===== src/rtl/weight_load_ctrl.sv =====
// weight_load_ctrl: sequences host weight commands onto the UDX/XX/XY weight RAMs.
// The command word is {op[1:0], sel[1:0], addr[AW-1:0], data[WS-1:0]}.
// sel: 00 = UDX, 01 = XX, 10 = XY, 11 = illegal.
// op:  00 = WRITE, 01 = READ, 10 = CLEAR, 11 = illegal.
// Optional feature macro: WEIT_CLEAR_EN builds the CLEAR sweep.
// Without it, CLEAR commands are dropped and flagged in oErr.
module weight_load_ctrl #(
    parameter  int NI     = 1,
    parameter  int NO     = 1,
    parameter  int NH     = 64,
    parameter  int WS     = 8,
    localparam int D_UDX  = (NI + NO) * NH,
    localparam int D_XX   = NH * NH,
    localparam int D_XY   = NH * NO,
    localparam int AW_UDX = (D_UDX > 1) ? $clog2(D_UDX) : 1,
    localparam int AW_XX  = (D_XX > 1) ? $clog2(D_XX) : 1,
    localparam int AW_XY  = (D_XY > 1) ? $clog2(D_XY) : 1,
    localparam int AW_T   = (AW_UDX > AW_XX) ? AW_UDX : AW_XX,
    localparam int AW     = (AW_T > AW_XY) ? AW_T : AW_XY,
    localparam int CW     = 4 + AW + WS
) (
    input  logic              iCLK,
    input  logic              iRST,
    input  logic              iValid_AS_WeitCmd,
    output logic              oReady_AS_WeitCmd,
    input  logic [CW-1:0]     iData_AS_WeitCmd,
    output logic              oValid_BM_WeitRd,
    input  logic              iReady_BM_WeitRd,
    output logic [WS-1:0]     oData_BM_WeitRd,
    input  logic              iIdle_Network,
    output logic              oHold_Network,
    output logic              oErr,
    output logic              oWE_Weit_UDX,
    output logic [AW_UDX-1:0] oAddr_Weit_UDX,
    output logic [WS-1:0]     oData_Weit_UDX,
    input  logic [WS-1:0]     iData_Weit_UDX,
    output logic              oWE_Weit_XX,
    output logic [AW_XX-1:0]  oAddr_Weit_XX,
    output logic [WS-1:0]     oData_Weit_XX,
    input  logic [WS-1:0]     iData_Weit_XX,
    output logic              oWE_Weit_XY,
    output logic [AW_XY-1:0]  oAddr_Weit_XY,
    output logic [WS-1:0]     oData_Weit_XY,
    input  logic [WS-1:0]     iData_Weit_XY
);

    localparam logic [1:0] OP_WRITE = 2'b00;
    localparam logic [1:0] OP_READ  = 2'b01;
    localparam logic [1:0] OP_CLEAR = 2'b10;
    localparam logic [1:0] SEL_UDX  = 2'b00;
    localparam logic [1:0] SEL_XX   = 2'b01;
    localparam logic [1:0] SEL_XY   = 2'b10;

    typedef enum logic [2:0] {
        ST_IDLE,
        ST_WRITE,
        ST_RADDR,
        ST_RDATA,
        ST_RRESP
`ifdef WEIT_CLEAR_EN
        , ST_CLEAR
`endif
    } state_t;

    state_t          r_state;
    state_t          w_nextState;
    logic [1:0]      r_sel;
    logic [1:0]      w_nextSel;
    logic [AW-1:0]   r_addr;
    logic [AW-1:0]   w_nextAddr;
    logic [WS-1:0]   r_data;
    logic [WS-1:0]   w_nextData;
    logic            r_we;
    logic            w_nextWe;
    logic            r_valid;
    logic            w_nextValid;
    logic [WS-1:0]   r_rdData;
    logic [WS-1:0]   w_nextRdData;
    logic            r_err;
    logic            w_nextErr;

    logic            w_accept;
    logic [1:0]      w_cmdOp;
    logic [1:0]      w_cmdSel;
    logic [AW-1:0]   w_cmdAddr;
    logic [WS-1:0]   w_cmdData;
    logic            w_selBad;
    logic            w_addrBad;
    logic            w_cmdBad;

`ifdef WEIT_CLEAR_EN
    logic [AW:0]     r_clrCnt;
    logic [AW:0]     w_nextClrCnt;
    logic [AW:0]     w_clrCntInc;
    logic [AW:0]     w_curDepth;
`endif

    // Bank depth for a select code; the illegal code maps to depth 0 so any address is out of range.
    function automatic logic [AW:0] depthOf(input logic [1:0] sel);
        case (sel)
            SEL_UDX: return (AW + 1)'(D_UDX);
            SEL_XX:  return (AW + 1)'(D_XX);
            SEL_XY:  return (AW + 1)'(D_XY);
            default: return '0;
        endcase
    endfunction

    assign w_cmdOp   = iData_AS_WeitCmd[CW-1 -: 2];
    assign w_cmdSel  = iData_AS_WeitCmd[CW-3 -: 2];
    assign w_cmdAddr = iData_AS_WeitCmd[WS +: AW];
    assign w_cmdData = iData_AS_WeitCmd[WS-1:0];

    assign oReady_AS_WeitCmd = (r_state == ST_IDLE) & iIdle_Network;
    assign w_accept          = iValid_AS_WeitCmd & oReady_AS_WeitCmd;
    assign oHold_Network     = (r_state != ST_IDLE);

    assign w_selBad  = (w_cmdSel == 2'b11);
    assign w_addrBad = ({1'b0, w_cmdAddr} >= depthOf(w_cmdSel));

    // Classify the incoming command; dropped commands still handshake but only raise oErr.
    always_comb begin
        w_cmdBad = 1'b1;
        case (w_cmdOp)
            OP_WRITE: w_cmdBad = w_selBad | w_addrBad;
            OP_READ:  w_cmdBad = w_selBad | w_addrBad;
`ifdef WEIT_CLEAR_EN
            OP_CLEAR: w_cmdBad = w_selBad;
`else
            OP_CLEAR: w_cmdBad = 1'b1;
`endif
            default:  w_cmdBad = 1'b1;
        endcase
    end

`ifdef WEIT_CLEAR_EN
    assign w_clrCntInc = r_clrCnt + {{AW{1'b0}}, 1'b1};
    assign w_curDepth  = depthOf(r_sel);
`endif

    // Next-state and next-output logic; every register holds unless a state says otherwise.
    always_comb begin
        w_nextState  = r_state;
        w_nextSel    = r_sel;
        w_nextAddr   = r_addr;
        w_nextData   = r_data;
        w_nextWe     = 1'b0;
        w_nextValid  = r_valid;
        w_nextRdData = r_rdData;
        w_nextErr    = r_err;
`ifdef WEIT_CLEAR_EN
        w_nextClrCnt = r_clrCnt;
`endif
        case (r_state)
            ST_IDLE: begin
                if (w_accept) begin
                    if (w_cmdBad) begin
                        w_nextErr = 1'b1;
                    end else if (w_cmdOp == OP_WRITE) begin
                        w_nextState = ST_WRITE;
                        w_nextSel   = w_cmdSel;
                        w_nextAddr  = w_cmdAddr;
                        w_nextData  = w_cmdData;
                        w_nextWe    = 1'b1;
                    end else if (w_cmdOp == OP_READ) begin
                        w_nextState = ST_RADDR;
                        w_nextSel   = w_cmdSel;
                        w_nextAddr  = w_cmdAddr;
                    end
`ifdef WEIT_CLEAR_EN
                    else begin
                        w_nextState  = ST_CLEAR;
                        w_nextSel    = w_cmdSel;
                        w_nextAddr   = '0;
                        w_nextData   = '0;
                        w_nextWe     = 1'b1;
                        w_nextClrCnt = '0;
                    end
`endif
                end
            end
            ST_WRITE: w_nextState = ST_IDLE;
            ST_RADDR: w_nextState = ST_RDATA;
            ST_RDATA: begin
                w_nextState = ST_RRESP;
                w_nextValid = 1'b1;
                case (r_sel)
                    SEL_UDX: w_nextRdData = iData_Weit_UDX;
                    SEL_XX:  w_nextRdData = iData_Weit_XX;
                    default: w_nextRdData = iData_Weit_XY;
                endcase
            end
            ST_RRESP: begin
                if (iReady_BM_WeitRd) begin
                    w_nextState = ST_IDLE;
                    w_nextValid = 1'b0;
                end
            end
`ifdef WEIT_CLEAR_EN
            ST_CLEAR: begin
                if (r_clrCnt == w_curDepth) begin
                    w_nextState = ST_IDLE;
                end else begin
                    w_nextClrCnt = w_clrCntInc;
                    if (w_clrCntInc < w_curDepth) begin
                        w_nextWe   = 1'b1;
                        w_nextAddr = w_clrCntInc[AW-1:0];
                    end
                end
            end
`endif
            default: w_nextState = ST_IDLE;
        endcase
    end

    // State and output registers; reset aborts any access and discards a pending response.
    always_ff @(posedge iCLK or negedge iRST) begin
        if (!iRST) begin
            r_state  <= ST_IDLE;
            r_sel    <= '0;
            r_addr   <= '0;
            r_data   <= '0;
            r_we     <= 1'b0;
            r_valid  <= 1'b0;
            r_rdData <= '0;
            r_err    <= 1'b0;
        end else begin
            r_state  <= w_nextState;
            r_sel    <= w_nextSel;
            r_addr   <= w_nextAddr;
            r_data   <= w_nextData;
            r_we     <= w_nextWe;
            r_valid  <= w_nextValid;
            r_rdData <= w_nextRdData;
            r_err    <= w_nextErr;
        end
    end

`ifdef WEIT_CLEAR_EN
    // Sweep counter for CLEAR; reset returns it to zero so an aborted sweep restarts cleanly.
    always_ff @(posedge iCLK or negedge iRST) begin
        if (!iRST) begin
            r_clrCnt <= '0;
        end else begin
            r_clrCnt <= w_nextClrCnt;
        end
    end
`endif

    assign oValid_BM_WeitRd = r_valid;
    assign oData_BM_WeitRd  = r_rdData;
    assign oErr             = r_err;

    assign oWE_Weit_UDX   = r_we & (r_sel == SEL_UDX);
    assign oWE_Weit_XX    = r_we & (r_sel == SEL_XX);
    assign oWE_Weit_XY    = r_we & (r_sel == SEL_XY);
    assign oAddr_Weit_UDX = r_addr[AW_UDX-1:0];
    assign oAddr_Weit_XX  = r_addr[AW_XX-1:0];
    assign oAddr_Weit_XY  = r_addr[AW_XY-1:0];
    assign oData_Weit_UDX = r_data;
    assign oData_Weit_XX  = r_data;
    assign oData_Weit_XY  = r_data;

endmodule


===== config.mk =====
export PLATFORM = sky130hd
export DESIGN_NAME = weight_load_ctrl
export DESIGN_NICKNAME = d
export VERILOG_FILES = /design/src/rtl/weight_load_ctrl.sv
export SDC_FILE = /design/constraint.sdc
export NUM_CORES = 1
export LEC_CHECK = 0
export ABC_AREA = 1
export BUFFER_PORTS_ARGS = -buffer_cell sky130_fd_sc_hd__clkbuf_2
export CORE_UTILIZATION = 47
export DETAILED_ROUTE_END_ITERATION = 10
export PLACE_DENSITY = 0.87
export SETUP_SLACK_MARGIN = 0.3
export SLEW_MARGIN = 20
export SYNTH_ARGS = -nofsm -noshare
export SYNTH_HDL_FRONTEND = slang
export SYNTH_SLANG_ARGS = --single-unit

===== constraint.sdc =====
create_clock -name iCLK -period 2 [get_ports iCLK]
set_input_delay 0.1 -clock iCLK [delete_from_list [all_inputs] [get_ports iCLK]]
set_output_delay 0.1 -clock iCLK [all_outputs]
set_load 0.01 [all_outputs]

After elaboration in Yosys (flattened, before gate mapping)

Cells that the tools add are included.

Register bits after elaboration: 36
Input bits: 53
Output and inout bits: 64
Logic and storage cells: 61

$lt $le $gt $ge: 1
Equal/unequal tests: 13
Multiplexer cells: 19
Bitwise operators: 7
Reduce and logical (&&, ||, !) cells: 13

Operators by type and width:

| cell                                                 | count |
|---|---|
| one-hot mux 13 bit (3 select lines)                  | 1 |
| two-way mux 12 bit                                   | 2 |
| one-hot mux 8 bit (2 select lines)                   | 1 |
| two-way mux 3 bit                                    | 5 |
| >= comparator 12 x 13 -> 1 bit                       | 1 |
| one-hot mux 3 bit (4 select lines)                   | 1 |
| AND reduction 4 bit                                  | 3 |
| equality test 2 x 1 -> 1 bit (second input constant) | 3 |
| equality test 2 bit (second input constant)          | 3 |
| equality test 3 x 2 -> 1 bit (second input constant) | 2 |
| zero test 2 bit                                      | 3 |
| two-way mux 1 bit                                    | 6 |
| != test 2 bit (second input constant)                | 3 |
| bitwise AND 1 bit                                    | 5 |
| two-way mux 2 bit                                    | 2 |
| nonzero test 2 bit                                   | 2 |
| equality test 3 bit (second input constant)          | 1 |
| zero test 3 bit                                      | 1 |
| != test 3 x 1 -> 1 bit (second input constant)       | 1 |
| AND reduction 3 bit                                  | 1 |
| nonzero test 3 bit                                   | 1 |
| one-hot mux 1 bit (2 select lines)                   | 1 |
| AND reduction 2 bit                                  | 1 |
| OR reduction 2 bit                                   | 1 |
| other kinds (2)                                      | 2 |

Depth between registers and ports, before layout

Depth in word-level cells: 8
Depth in mapped cells: 13
Depth with buffers taken out: 12

Worst setup path after synthesis

Ideal clock, no wire load.

Path kind: in2reg
Start: input port iData_AS_WeitCmd[21]
End: register r_addr[10] (netlist: oAddr_Weit_XX[10])
Setup time: 0.123 ns
Arrival time: 1.413 ns
Required time: 1.877 ns
Slack: 0.464 ns
Stages on the path: 11
Path buffers: 1
Cell sequence: or2_2 ha_1 inv_1 o21ai_1 nor2_2 nand2_2 nand2_4 nand2_4 buf_6 o21ai_0 nand2_1

Longest elaborated chain between the ends: 7
Elaborated cells on any way between the ends: 10
Classes of those cells: order compare (1); eq/ne (3); mux (2); bitwise (2); reduce/logical (2)

RTL lines:

| item                                              | line     | source |
|---|---|---|
| start, declared                                   | 26       | `input logic [CW-1:0] iData_AS_WeitCmd,` |
| equality test 2 bit, or another cell as far along | 100      | `case (sel)` |
| one-hot mux 13 bit (3 select lines)               | 100      |  |
| >= comparator 12 x 13 -> 1 bit                    | 118      | `assign w_addrBad = ({1'b0, w_cmdAddr} >= depthOf(w_cmdSel));` |
| OR 1 bit (*)                                      | 124, 125 |  |
| two-way mux 1 bit (*)                             | n/a      |  |
| inverter 1 bit (no source line) (*)               | n/a      |  |
| AND reduction 4 bit (no source line) (*)          | n/a      |  |
| end signal, assigned                              | 229      | `r_addr <= w_nextAddr;` |
| end, declared                                     | 69       | `logic [AW-1:0] r_addr;` |

Mark *: on every way between the ends. The rest lies on a longest branch, timed or not.
A chain may end at the register's enable or synchronous reset.

Final worst setup path

Start: register r_state[1]
End: register r_data[6] (netlist: oData_Weit_UDX[6])

Longest elaborated chain between the ends: 4

RTL lines:

| item                                     | line     | source |
|---|---|---|
| start, declared                          | 65       | `state_t r_state;` |
| start signal, assigned                   | 227      | `r_state <= w_nextState;` |
| zero test 3 bit (*)                      | 113, 153 |  |
| bitwise AND 1 bit                        | 113      | `assign oReady_AS_WeitCmd = (r_state == ST_IDLE) & iIdle_Network;` |
| bitwise AND 1 bit                        | 114      | `assign w_accept = iValid_AS_WeitCmd & oReady_AS_WeitCmd;` |
| AND reduction 4 bit (no source line) (*) | n/a      |  |
| end signal, assigned                     | 230      | `r_data <= w_nextData;` |
| end, declared                            | 71       | `logic [WS-1:0] r_data;` |

Marks and branches as above.

==> summary.md <==
| Metric | Value |
|---|---|
| Crit-path cells | nor2_4 > nand2_2 > nor2_4 > nand2_8 > inv_4 > nand4_4 > nand2_1 > nand2_1 |
| Vias | between 1.5k and 2k |
| Max-slew headroom | 0.413 |
| First-pass GRT wire length | roughly 7400 um |
| Drt first pass iters | 4 |
| Die height | between 60 and 70 um |
| GRT met3 Usage | 0.0574 |
| Slowest stage delay, CP | ~430 ps |
| Maximum clock frequency | roughly 0.64 GHz |
| Gr busiest metal | met2 |
| CTS buffer count | 5 |
| Synth-to-layout area growth | 25.8% |
| Number of synthesized flops with an enable pin | 0 |
| Root Buffer | clkbuf_8 |
| Clk sink count | 36 |
| Maximum vdd ir drop | roughly 0.00039 V |
| GR Util All Layers | 0.221 |
| Final Cycle Share | 0.778 |
| Die ar. | 4550 um^2 |
| Pin count of the biggest net entering global routing | 37 |
| GRT Residual Overflow | 0 |
| Worst setup EP type | register |
| Leak Pwr | approximately 1.4 nW |
| Rows | 23 |
| Die X | just under 70 um |
| IO buf count | around 120 |
| # diodes | 0 |
| # DRC | 0 |
| # Post-CTS Setup Buffers | 0 |
| Met2 usage in global routing | 0.360 |
| Clk_lat worst skew | around 280 ps |
| Critical path peak fanout | 16 |
| Routed WL per cell | ~12 um |
| Most frequent cells after synthesis | nand2_1, dfrtp_1, buf_4 |
| CORE AREA | approximately 4100 um^2 |
| Part of the Yosys area used for sequential elements | 0.447 |
| Number of global-route vias before repair | approximately 1.6k |
| Synth area leaders | dfrtp_1, buf_4, nand2_1 |
| Yosys reg bits | 36 |
| Final min period | ~1600 ps |
| Syn_area_per_cell | 8.43 um^2 |
| Worst-case clock buffer depth | 2 |
| RePlAce Congestion | between 0.8 and 0.9 |
| FFs w/ async S/R, synth | 1.00 |
| Worst path depth | 8 |
| Final WS setup | ~440 ps |
| M1 GR Usage | 0.286 |
| Post-Syn Nets | about 300 |
| H-tree depth | 2 |
| Outcome | finished, final reports clean |
| Critical Path AT | around 1700 ps |
| Yosys top cell by area | dfrtp_1 |
| Main synth FF type | dfrtp_1 |
| Hold Violations, Final | 0 |
| Slowest cell on the critical path | dfrtp_1 |
| Core Util, Final | 0.625 |
| Initial Utilization | 0.496 |
| Cell area after synthesis | between 2000 and 2500 um^2 |
| Max_cap viols | 0 |
| Layout cells sized above 1 | 0.435 |
| Critical Path Source Type | register |
| RSZ-0062 raised after global routing | false |
| ANT nets after route | 0 |
| WP buf/inv | 1 |
| Cell count of the worst reg-to-reg path | 8 |
| Vias/cell | ~5.1 |
| Delay-heaviest family, CP | simple AND/OR/NAND/NOR gates |
| CTS clk-pin slew, worst paths | around 70 ps |
| Critical Path RT | ~2200 ps |
| Path category of the worst min-delay check | primary input to register |
| Hpwl dp | 3480 um |
| Synth warn | 0 |
| Post-Syn Instances | ~240 |
| Slew Limit Fails | 0 |
| Yosys top cell area share | 0.447 |
| Worst-Margin Slew | between 800 and 900 ps |
| Setup TNS Final | 0 ps |
| CTS tree | done |
| PD cells | ~860 nW/um^2 |
| Setup violations, final | 0 |
| Total Wirelength | 4620 um |
| Setup WS pre-CTS | about 220 ps |
| Most frequent cell after synthesis | nand2_1 |
| I/O pin cnt | 117 |
| DRT iter0 DRCs | roughly 130 |
| Library cells used by synthesis | 33 |
| Antenna violations before repair | 0 |
| Critical path class | register to register |
| Clock Skews | roughly 7 ps |
| Hold Crit Depth | 3 |
| Final net count | ~380 |
-- per-layer routing --
metal  up-vias  wire length [um]
li1        945                 -
met1       896              1950
met2        80              2350
met3         4               288
met4         0                24
met5         -                 0
-- cell usage in the layout, fill, tap and decap left out, types with 2 or more instances in the layout --
| cell type | synthesis | final |
|---|---|---|
| clkinv_2 | 0 | 2 |
| nand2_2 | 2 | 2 |
| nor3_1 | 3 | 3 |
| nand2_1 | 53 | 53 |
| nand2_4 | 3 | 2 |
| inv_1 | 12 | 12 |
| clkbuf_8 | 0 | 5 |
| ha_1 | 2 | 2 |
| dfrtp_1 | 36 | 34 |
| inv_2 | 2 | 2 |
| a31oi_1 | 7 | 7 |
| nand4_1 | 9 | 9 |
| o21ai_0 | 11 | 11 |
| nor2_1 | 18 | 18 |
| nor2_4 | 2 | 2 |
| clkbuf_2 | 0 | 116 |
| o21ai_1 | 4 | 4 |
| dfrtp_2 | 0 | 2 |
| nor2_2 | 2 | 2 |
| nand3_1 | 17 | 17 |
| a21oi_1 | 7 | 7 |
-- sequential cells by signal (all words and copies together), names as in the netlist --
signal and count:
oAddr_Weit_XX 12, oData_BM_WeitRd 8, oData_Weit_UDX 8, oErr 1, oValid_BM_WeitRd 1, r_sel 2, r_state 3, r_we 1
-- cell families after synthesis --
family / after synthesis / synth area share
DFF: 36 / 0.447
adders and majority gates: 2 / 0.0124
and+or+nand+nor: 113 / 0.278
buffers and inverters: 53 / 0.162
AOI/OAI and AO/OA: 35 / 0.101
-- worst min-delay path: stages --
cell and delay, ps:
clkbuf_2 90, nand2_1 50, nand2_1 50
-- metrics by stage --
| stage | power (mW) | cells | hold WS, ps | area, um^2 |
|---|---|---|---|---|
| floorplan | 1.41 | 239 | -196 | 2010 |
| global placement | 1.56 | 370 | 259 | 2400 |
| detailed placement | 1.58 | 370 | 270 | 2400 |
| CTS | 2.21 | 379 | 21.2 | 2520 |
| global route | 2.34 | 379 | 39.7 | 2530 |
| finish | 2.19 | 379 | 28.3 | 2530 |
-- path summary, 6_finish.rpt --
kind                                              start                            end  slack (ps)
min                                iData_AS_WeitCmd[14]   oAddr_Weit_XX[6]$_DFFE_PN0P_          30
max in group asynchronous                          iRST           r_sel[1]$_DFFE_PN0P_         930
max                              r_state[1]$_DFFE_PN0P_  oData_Weit_UDX[6]$_DFFE_PN0P_         440
min in group asynchronous                          iRST  oData_Weit_UDX[2]$_DFFE_PN0P_         460
max reg2reg                      r_state[1]$_DFFE_PN0P_  oData_Weit_UDX[6]$_DFFE_PN0P_         440
min reg2reg                oValid_BM_WeitRd$_DFFE_PN0P_   oValid_BM_WeitRd$_DFFE_PN0P_         500
-- layout make-up --
type	count	area, um^2
clock inverter	2	35.0
tap	50	62.6
timing repair buffer	118	598
multi-input combinational	150	796
fill	358	1520
inverter	17	67.6
sequential	36	903
clock buffer	6	72.6
-- timing repair --
item                                   in CTS  in global routing
pin swaps                                   0                  0
endpoints found under the hold margin      36                  0
hold buffers                                1                  0
cloned                                      0                  0
resized for setup                           1                  3
setup endpoints to repair                   1                  5
-- where the power goes --
part | total [mW] | switching, mW | internal, mW
clock network | 0.627 | 0.257 | 0.370
registers | 0.946 | 0.114 | 0.832
logic | 0.617 | 0.362 | 0.255
total | 2.19 | 0.732 | 1.46
Power figures use the tool's default switching activity.
